## src/rtl/ssio_ddr_in_gearbox.sv

```systemverilog
// ssio_ddr_in_gearbox: assembles per-edge DDR (or SDR) half-words into
// full 2*WIDTH words, realigning bursts that start on the falling edge.
//
// Ports:
//   clk, rst_n            capture clock, async active-low reset
//   in_q1/in_en1          rising-edge half-word and its valid
//   in_q2/in_en2          falling-edge half-word and its valid
//   sdr_mode              1 = SDR (q1 only), sampled in IDLE only
//   out_data/out_valid    assembled word (earlier half low), 1-cycle valid
//   out_shifted           word spans a cycle boundary (burst began on q2)
//   out_err/err_count     framing error pulse and saturating count
module ssio_ddr_in_gearbox #(
    parameter int WIDTH         = 4,
    parameter int ERR_CNT_WIDTH = 16
) (
    input  logic                     clk,
    input  logic                     rst_n,
    input  logic [WIDTH-1:0]         in_q1,
    input  logic [WIDTH-1:0]         in_q2,
    input  logic                     in_en1,
    input  logic                     in_en2,
    input  logic                     sdr_mode,
    output logic [2*WIDTH-1:0]       out_data,
    output logic                     out_valid,
    output logic                     out_shifted,
    output logic                     out_err,
    output logic [ERR_CNT_WIDTH-1:0] err_count
);

    localparam logic [1:0] S_IDLE      = 2'd0;
    localparam logic [1:0] S_DDR_RUN   = 2'd1;
    localparam logic [1:0] S_DDR_SHIFT = 2'd2;
    localparam logic [1:0] S_SDR_HALF  = 2'd3;

    logic [1:0]               state_q, state_d;
    logic [WIDTH-1:0]         hold_q, hold_d;
    logic [2*WIDTH-1:0]       data_q, data_d;
    logic                     valid_q, valid_d;
    logic                     shifted_q, shifted_d;
    logic                     err_q, err_d;
    logic [ERR_CNT_WIDTH-1:0] cnt_q, cnt_d;

    always_comb begin
        state_d   = state_q;
        hold_d    = hold_q;
        data_d    = data_q;
        valid_d   = 1'b0;
        shifted_d = 1'b0;
        err_d     = 1'b0;

        unique case (state_q)
            S_IDLE: begin
                if (sdr_mode) begin
                    // SDR: first q1 becomes the low half; en2 is ignored.
                    if (in_en1) begin
                        hold_d  = in_q1;
                        state_d = S_SDR_HALF;
                    end
                end else begin
                    unique case ({in_en1, in_en2})
                        2'b11: begin
                            data_d  = {in_q2, in_q1};
                            valid_d = 1'b1;
                            state_d = S_DDR_RUN;
                        end
                        2'b01: begin
                            hold_d  = in_q2;
                            state_d = S_DDR_SHIFT;
                        end
                        2'b10: err_d = 1'b1;
                        default: ;
                    endcase
                end
            end

            S_DDR_RUN: begin
                unique case ({in_en1, in_en2})
                    2'b11: begin
                        data_d  = {in_q2, in_q1};
                        valid_d = 1'b1;
                    end
                    2'b10: begin
                        err_d   = 1'b1;
                        state_d = S_IDLE;
                    end
                    2'b01: begin
                        // Gap on q1: realign onto the falling edge.
                        err_d   = 1'b1;
                        hold_d  = in_q2;
                        state_d = S_DDR_SHIFT;
                    end
                    default: state_d = S_IDLE;
                endcase
            end

            S_DDR_SHIFT: begin
                unique case ({in_en1, in_en2})
                    2'b11: begin
                        data_d    = {in_q1, hold_q};
                        valid_d   = 1'b1;
                        shifted_d = 1'b1;
                        hold_d    = in_q2;
                    end
                    2'b10: begin
                        data_d    = {in_q1, hold_q};
                        valid_d   = 1'b1;
                        shifted_d = 1'b1;
                        state_d   = S_IDLE;
                    end
                    2'b01: begin
                        err_d  = 1'b1;
                        hold_d = in_q2;
                    end
                    default: begin
                        err_d   = 1'b1;
                        state_d = S_IDLE;
                    end
                endcase
            end

            S_SDR_HALF: begin
                if (in_en1) begin
                    data_d  = {in_q1, hold_q};
                    valid_d = 1'b1;
                end else begin
                    err_d = 1'b1;
                end
                state_d = S_IDLE;
            end

            default: state_d = S_IDLE;
        endcase
    end

    always_comb begin
        cnt_d = cnt_q;
        if (err_d && (cnt_q != {ERR_CNT_WIDTH{1'b1}})) begin
            cnt_d = cnt_q + 1'b1;
        end
    end

    always_ff @(posedge clk or negedge rst_n) begin
        if (!rst_n) begin
            state_q   <= S_IDLE;
            hold_q    <= '0;
            data_q    <= '0;
            valid_q   <= 1'b0;
            shifted_q <= 1'b0;
            err_q     <= 1'b0;
            cnt_q     <= '0;
        end else begin
            state_q   <= state_d;
            hold_q    <= hold_d;
            data_q    <= data_d;
            valid_q   <= valid_d;
            shifted_q <= shifted_d;
            err_q     <= err_d;
            cnt_q     <= cnt_d;
        end
    end

    assign out_data    = data_q;
    assign out_valid   = valid_q;
    assign out_shifted = shifted_q;
    assign out_err     = err_q;
    assign err_count   = cnt_q;

endmodule

```

## config.mk

```make
export PLATFORM = sky130hd
export DESIGN_NAME = ssio_ddr_in_gearbox
export DESIGN_NICKNAME = d
export VERILOG_FILES = /design/src/rtl/ssio_ddr_in_gearbox.sv
export SDC_FILE = /design/constraint.sdc
export NUM_CORES = 1
export LEC_CHECK = 0
export BUFFER_PORTS_ARGS = -buffer_cell sky130_fd_sc_hd__buf_2
export CAP_MARGIN = 20
export CORE_ASPECT_RATIO = 0.6
export CORE_UTILIZATION = 50
export CTS_CLUSTER_SIZE = 8
export DETAILED_ROUTE_END_ITERATION = 8
export GPL_TIMING_DRIVEN = 0
export PLACE_DENSITY = 0.85
export SYNTH_ARGS = -nofsm -noshare
export SYNTH_HDL_FRONTEND = slang
export SYNTH_SLANG_ARGS = --single-unit
export TNS_END_PERCENT = 100
```

## constraint.sdc

```tcl
create_clock -name clk -period 2.92 [get_ports clk]
set_clock_uncertainty 0.05 [all_clocks]
set_input_delay 0.876 -clock clk [delete_from_list [all_inputs] [get_ports clk]]
set_output_delay 0.876 -clock clk [all_outputs]
set_load 0.02 [all_outputs]
```

==> metrics.yaml, run 1 <==
cts_hold_buf: 0
grt_pass1_wl_mm: 6.97
synth_top_flop_cell: "dfrtp_1"
drc: 0
drtAntennaViolNets: 0
crit_fanout: 9
drt_pass1_iterations: 4
vias: 1553
hp-class: "flop to flop"
slew_violations: 0
fp.dieW_microns: 80.6
whs_ps: 447
routed_via_density: 5.59
wl_met1_mm: 2.07
wl_per_cell_microns: 15.0
max-vdd-ir-drop_mv: 0.564
final_util_pct: 64.4
synth_cells: 188
post-route-period-util_pct: 89.5
dieArea_sq_um: 3970
fin_crit_ps: 2610
cts_root_buf: "clkbuf_8"
cp.required_ps: 3040
htreeDepth: 2
core_area_sq_um: 3400
synth_seq_cells: 33
drt_iter0_markers: 95
yosys_warnings: 0
synth_edf_count: 0
grt_pass1_vias: 1434
path_class: "primary input to flop"
leakage_nw: 1.08
synthArstFlopShare_pct: 100
cts_setup_buffers: 0
cts-resized-gates: 0
p_total_w: 0.00216
fin_nets: 256
cp_data_arrival_time_ps: 2730
portBuffers: 38
numCtsBuffers: 5
cts_sinks: 33
synthToLayoutAreaGrowth_pct: 18.1
routed-wl-met3_microns: 254
wirelength_mm: 4.16
clockBufferDepth: 2
antenna_cells: 0
grt_max_degree: 34
synth.avg_cell_area_sq_um: 9.87
synth_nets: 211
setup-tns-final_ps: 0
maxCapViolCount: 0
gp_congestion: 0.830
grt_overflow: 0
start_util_pct: 54.5
clk_latency_ps: 290
clk_pin_slew_worst_paths_ps: 70
setup_viol: 0
yosysSeqAreaShare_pct: 44.5
status: "completed"
ios: 40
fp-row-count: 16
maxSlewHeadroom_pct: 41.4
hpwl_mm: 3.09
grtUsageTotal_pct: 23.6
hold_violations: 0
powerDensity_nw_per_um2: 984
rsz0062_at_grt: "false"
netlist_area_sq_um: 1860
worst_pin_slew_ps: 874
antenna_found_initial: 0
cts_tree: "done"
fmax_mhz: 383
fillers: 296
yosysUniqueCellTypes: 35
drive_above_1_share_pct: 23.2
die-height_microns: 49.2
top_layer_used: "met4"
worstSetupStartpointType: "primary input"
crit_path_end_kind: "flop"
route.met2.wl_mm: 1.81
[layer usage]
layer  GRT usage (%)  up-vias
met5               0        -
met4            5.95        0
met3            7.29        4
met2            32.8       42
met1            35.3      750
li1                -      757
[where the power goes]
group	switching (W)	total (W)	leakage (nW)	internal [W]
combinational	0.000634	0.00105	0.628	0.000416
clock	0.000162	0.000348	0.0433	0.000186
sequential	0.000142	0.000760	0.414	0.000618
[registers in the layout (all words and copies together) (netlist names)]
register,cells
err_count,16
hold_q,4
out_data,8
out_err,1
out_shifted,1
out_valid,1
state_q,2
[final timing paths]
check | from | end | slack [ps] | cells past startpoint
setup reg to reg | state_q[1]$_DFFE_PN0P_ | err_count[14]$_DFFE_PN0P_ | 470 | 8
max in group asynchronous | rst_n | state_q[1]$_DFFE_PN0P_ | 1760 | 1
hold / removal | err_count[7]$_DFFE_PN0P_ | err_count[7]$_DFFE_PN0P_ | 450 | 1
hold reg to reg | err_count[7]$_DFFE_PN0P_ | err_count[7]$_DFFE_PN0P_ | 450 | 1
setup / recovery | in_en1 | hold_q[3]$_DFFE_PN0P_ | 310 | 7
min in group asynchronous | rst_n | err_count[2]$_DFFE_PN0P_ | 590 | 1
[cells by family (layout without fill, tap and decap cells)]
logic type	count (synthesis)	after routing	synth area share, %
AOI/OAI and AO/OA	38	38	12.5
xor gates and xnor gates	12	12	5.66
adders and majority gates	10	10	6.74
buffers and inverters	16	61	3.71
DFF	33	33	44.5
muxes	19	19	10.7
and+or+nand+nor	60	60	16.1
[cells in the final DEF, fill, tap and decap left out, types with 3 or more instances in the layout]
| master | Yosys | layout |
|---|---|---|
| a21oi_1 | 19 | 19 |
| a22o_1 | 3 | 3 |
| and3_1 | 3 | 3 |
| buf_2 | 1 | 39 |
| clkbuf_1 | 5 | 5 |
| clkbuf_8 | 0 | 6 |
| dfrtp_1 | 33 | 33 |
| ha_1 | 10 | 10 |
| inv_1 | 9 | 9 |
| mux2_2 | 7 | 7 |
| mux2i_1 | 12 | 12 |
| nand2_1 | 8 | 8 |
| nand3_1 | 6 | 6 |
| nand4_1 | 8 | 8 |
| nor2_1 | 22 | 22 |
| nor2b_1 | 4 | 4 |
| o21ai_0 | 4 | 4 |
| xnor2_1 | 10 | 10 |
[cell usage after synthesis (all sizes together) (2+ instances only)]
| master | number | area, sq um |
|---|---|---|
| a211oi | 2 | 15.0 |
| a21oi | 19 | 95.1 |
| a22o | 3 | 26.3 |
| a31oi | 2 | 12.5 |
| and2 | 2 | 12.5 |
| and3 | 3 | 18.8 |
| buf | 2 | 16.3 |
| clkbuf | 5 | 18.8 |
| dfrtp | 33 | 826 |
| ha | 10 | 125 |
| inv | 9 | 33.8 |
| mux2 | 7 | 78.8 |
| mux2i | 12 | 120 |
| nand2 | 8 | 30.0 |
| nand2b | 2 | 12.5 |
| nand3 | 6 | 30.0 |
| nand4 | 8 | 50.1 |
| nor2 | 22 | 82.6 |
| nor2b | 4 | 25.0 |
| o21ai | 4 | 20.0 |
| o22ai | 2 | 12.5 |
| xnor2 | 10 | 87.6 |
| xor2 | 2 | 17.5 |
[critical path: stages]
cell and delay, ps:
buf_2 140, inv_1 80, ha_1 140, buf_2 210
nor2_1 100, a211oi_1 760, mux2_2 410
[stage by stage]
stage | instances | area [sq um] | setup WS (ps)
after floorplan | 188 | 1860 | 499
after global placement | 271 | 2100 | 78.1
after detailed placement | 271 | 2100 | 29.2
after CTS | 278 | 2190 | 311
after global routing | 278 | 2190 | 131
final | 278 | 2190 | 308
[area by class of cell]
cell class	count	area, sq um	area share (%)
Multi-Input combinational cell	139	961	43.8
Sequential cell	33	826	37.7
Timing Repair Buffer	38	190	8.68
Clock buffer	6	82.6	3.77
Tap cell	45	56.3	2.57
Buffer	7	35.0	1.60
Inverter	9	33.8	1.54
Clock inverter	1	7.51	0.342
Note: power is estimated with default switching activity, not from simulation.
==> inputs of run 2 (changes only) <==
- CORE_UTILIZATION: 50 -> 52
- PLACE_DENSITY: 0.85 -> 0.88
==> run 2 against run 1 <==
Utilization rose by 1.9 points. Critical path depth rose by 1. Final area rose by 0.51%. Critical path type unchanged. Largest cell class unchanged. Largest power group unchanged.
==> metrics.yaml, run 2 (synthesized netlist as in run 1, its figures left out) <==
gp_congestion: 0.832  # +0.35%
clk_pin_slew_worst_paths_ps: 70  # about the same
synthToLayoutAreaGrowth_pct: 18.7
core_area_sq_um: 3320  # -2.4%
setup-tns-final_ps: 0  # unchanged
cp_data_arrival_time_ps: 2770  # +40 ps
worstSetupStartpointType: "primary input"
start_util_pct: 55.8  # +1.3 points
setup_viol: 0  # unchanged
grt_pass1_vias: 1337  # -6.8%
die-height_microns: 48.3  # -1.9%
cp.required_ps: 3070  # +30 ps
largest_register_ffs: 16  # unchanged
wirelength_mm: 4.01  # -3.8%
p_total_w: 0.00219  # +1.4%
cpMaxStageDelayCell: "a2111oi_0"
critPathBufInv: 2  # -1
cts_setup_buffers: 0  # unchanged
slew_violations: 0  # unchanged
drtAntennaViolNets: 0  # unchanged
clockBufferDepth: 2  # unchanged
maxSlewHeadroom_pct: 39.8  # -1.6 points
hp-class: "flop to flop"
rsz0062_at_grt: "false"
fin_nets: 256  # unchanged
grt_overflow: 0  # unchanged
htreeDepth: 2  # unchanged
crit_path_end_kind: "flop"
drt_iter0_markers: 113  # +19%
maxCapViolCount: 0  # unchanged
antenna_cells: 0  # unchanged
status: "completed"
clk_latency_ps: 290  # about the same
drt_pass1_iterations: 4  # unchanged
numCtsBuffers: 5  # unchanged
hpwl_mm: 2.91  # -6.0%
cts_sinks: 33  # unchanged
portBuffers: 38  # unchanged
crit_fanout: 10  # +1
setup_ws_ps: 298  # -9.40 ps
path_class: "primary input to flop"
path_delay_family: "simple AND/OR/NAND/NOR gates"
routed_via_density: 5.44  # -2.7%
grtUsageTotal_pct: 23.8  # +0.20 points
cts-resized-gates: 0  # unchanged
dieArea_sq_um: 3820  # -3.7%
preCtsSetupSlack_ps: 39.4  # +10.2 ps
max-vdd-ir-drop_mv: 0.568  # +0.83%
cts_root_buf: "clkbuf_8"
powerDensity_nw_per_um2: 993  # +0.91%
grt_pass1_wl_mm: 6.45  # -7.4%
cts_tree: "done"
post-route-period-util_pct: 89.8  # +0.32 points
fp-row-count: 16  # unchanged
instances_no_fill: 279  # +0.36%
worst_pin_slew_ps: 898  # +24.1 ps
cp_cell_sequence: "buf_2 > ha_1 > nor2_1 > a2111oi_0 > and3b_1 > buf_6 > nand3_1 > xnor2_1"
fp.dieW_microns: 79.1  # -1.9%
vias: 1517  # -2.3%
critPathMaxStageDelay_ps: 560  # -200 ps
antenna_found_initial: 0  # unchanged
hold_violations: 0  # unchanged
drc: 0  # unchanged
drive_above_1_share_pct: 23.5  # +0.33 points
ios: 40  # unchanged
layout_common_cells: "buf_2 (39), dfrtp_1 (33), nor2_1 (22)"
fin_crit_ps: 2620  # +9.40 ps
cts_hold_buf: 0  # unchanged
leakage_nw: 1.10  # +1.0%
wl_per_cell_microns: 14.4  # -4.1%
fmax_mhz: 381  # -0.36%
dpl.cell_count: 271  # unchanged
grt_max_degree: 34  # unchanged
layout_commonest_cell: "buf_2"
-- run 2: cell types whose count changed in the layout (fill, tap and decap cells not counted) --
| cell | before | now |
|---|---|---|
| clkinvlp_4 | 1 | 0 |
| clkinv_2 | 0 | 1 |
| clkbuf_8 | 6 | 7 |
-- run 2: per-layer routing --
metal | GRT usage (%) | vias to the layer above | part of all wire [%]
met4 | 6.55 | 0 | 0.92
met2 | 35.9 | 31 | 43
met5 | 0 | - | 0
li1 | - | 763 | -
met3 | 8.60 | 6 | 4.4
met1 | 32.9 | 717 | 52
-- run 2: final timing paths --
path	end	slack, ps	startpoint	cells after the start
worst min register to register	err_count[7]$_DFFE_PN0P_	470	err_count[7]$_DFFE_PN0P_	1
worst max-delay path	err_count[5]$_DFFE_PN0P_	300	in_en1	8
min in group asynchronous	err_count[4]$_DFFE_PN0P_	580	rst_n	1
worst max register to register	err_count[5]$_DFFE_PN0P_	380	state_q[1]$_DFFE_PN0P_	9
max in group asynchronous	hold_q[3]$_DFFE_PN0P_	1780	rst_n	1
worst min-delay path	err_count[7]$_DFFE_PN0P_	470	err_count[7]$_DFFE_PN0P_	1
-- run 2: through the flow --
step	hold slack [ps]	utilization, %	area [sq um]
4_1_cts	460	66.3	2200
2_1_floorplan	462	-	1860
3_5_place_dp	448	63.3	2100
3_3_place_gp	436	63.3	2100
6_report	467	66.3	2200
5_1_grt	482	66.3	2200
-- run 2: report_power, final --
| group | internal, W | total (W) | switching [W] |
|---|---|---|---|
| sequential | 0.000618 | 0.000753 | 0.000136 |
| combinational | 0.000416 | 0.00105 | 0.000633 |
| clock | 0.000213 | 0.000387 | 0.000174 |
| total | 0.00125 | 0.00219 | 0.000942 |
-- run 2: cell type report --
type / instances / area (sq um)
fill: 290 / 1120
multi-input combinational: 139 / 961
sequential: 33 / 826
timing repair buffer: 38 / 190
clock buffer: 7 / 96.3
tap: 45 / 56.3
buffer: 7 / 35.0
inverter: 9 / 33.8
clock inverter: 1 / 5.00
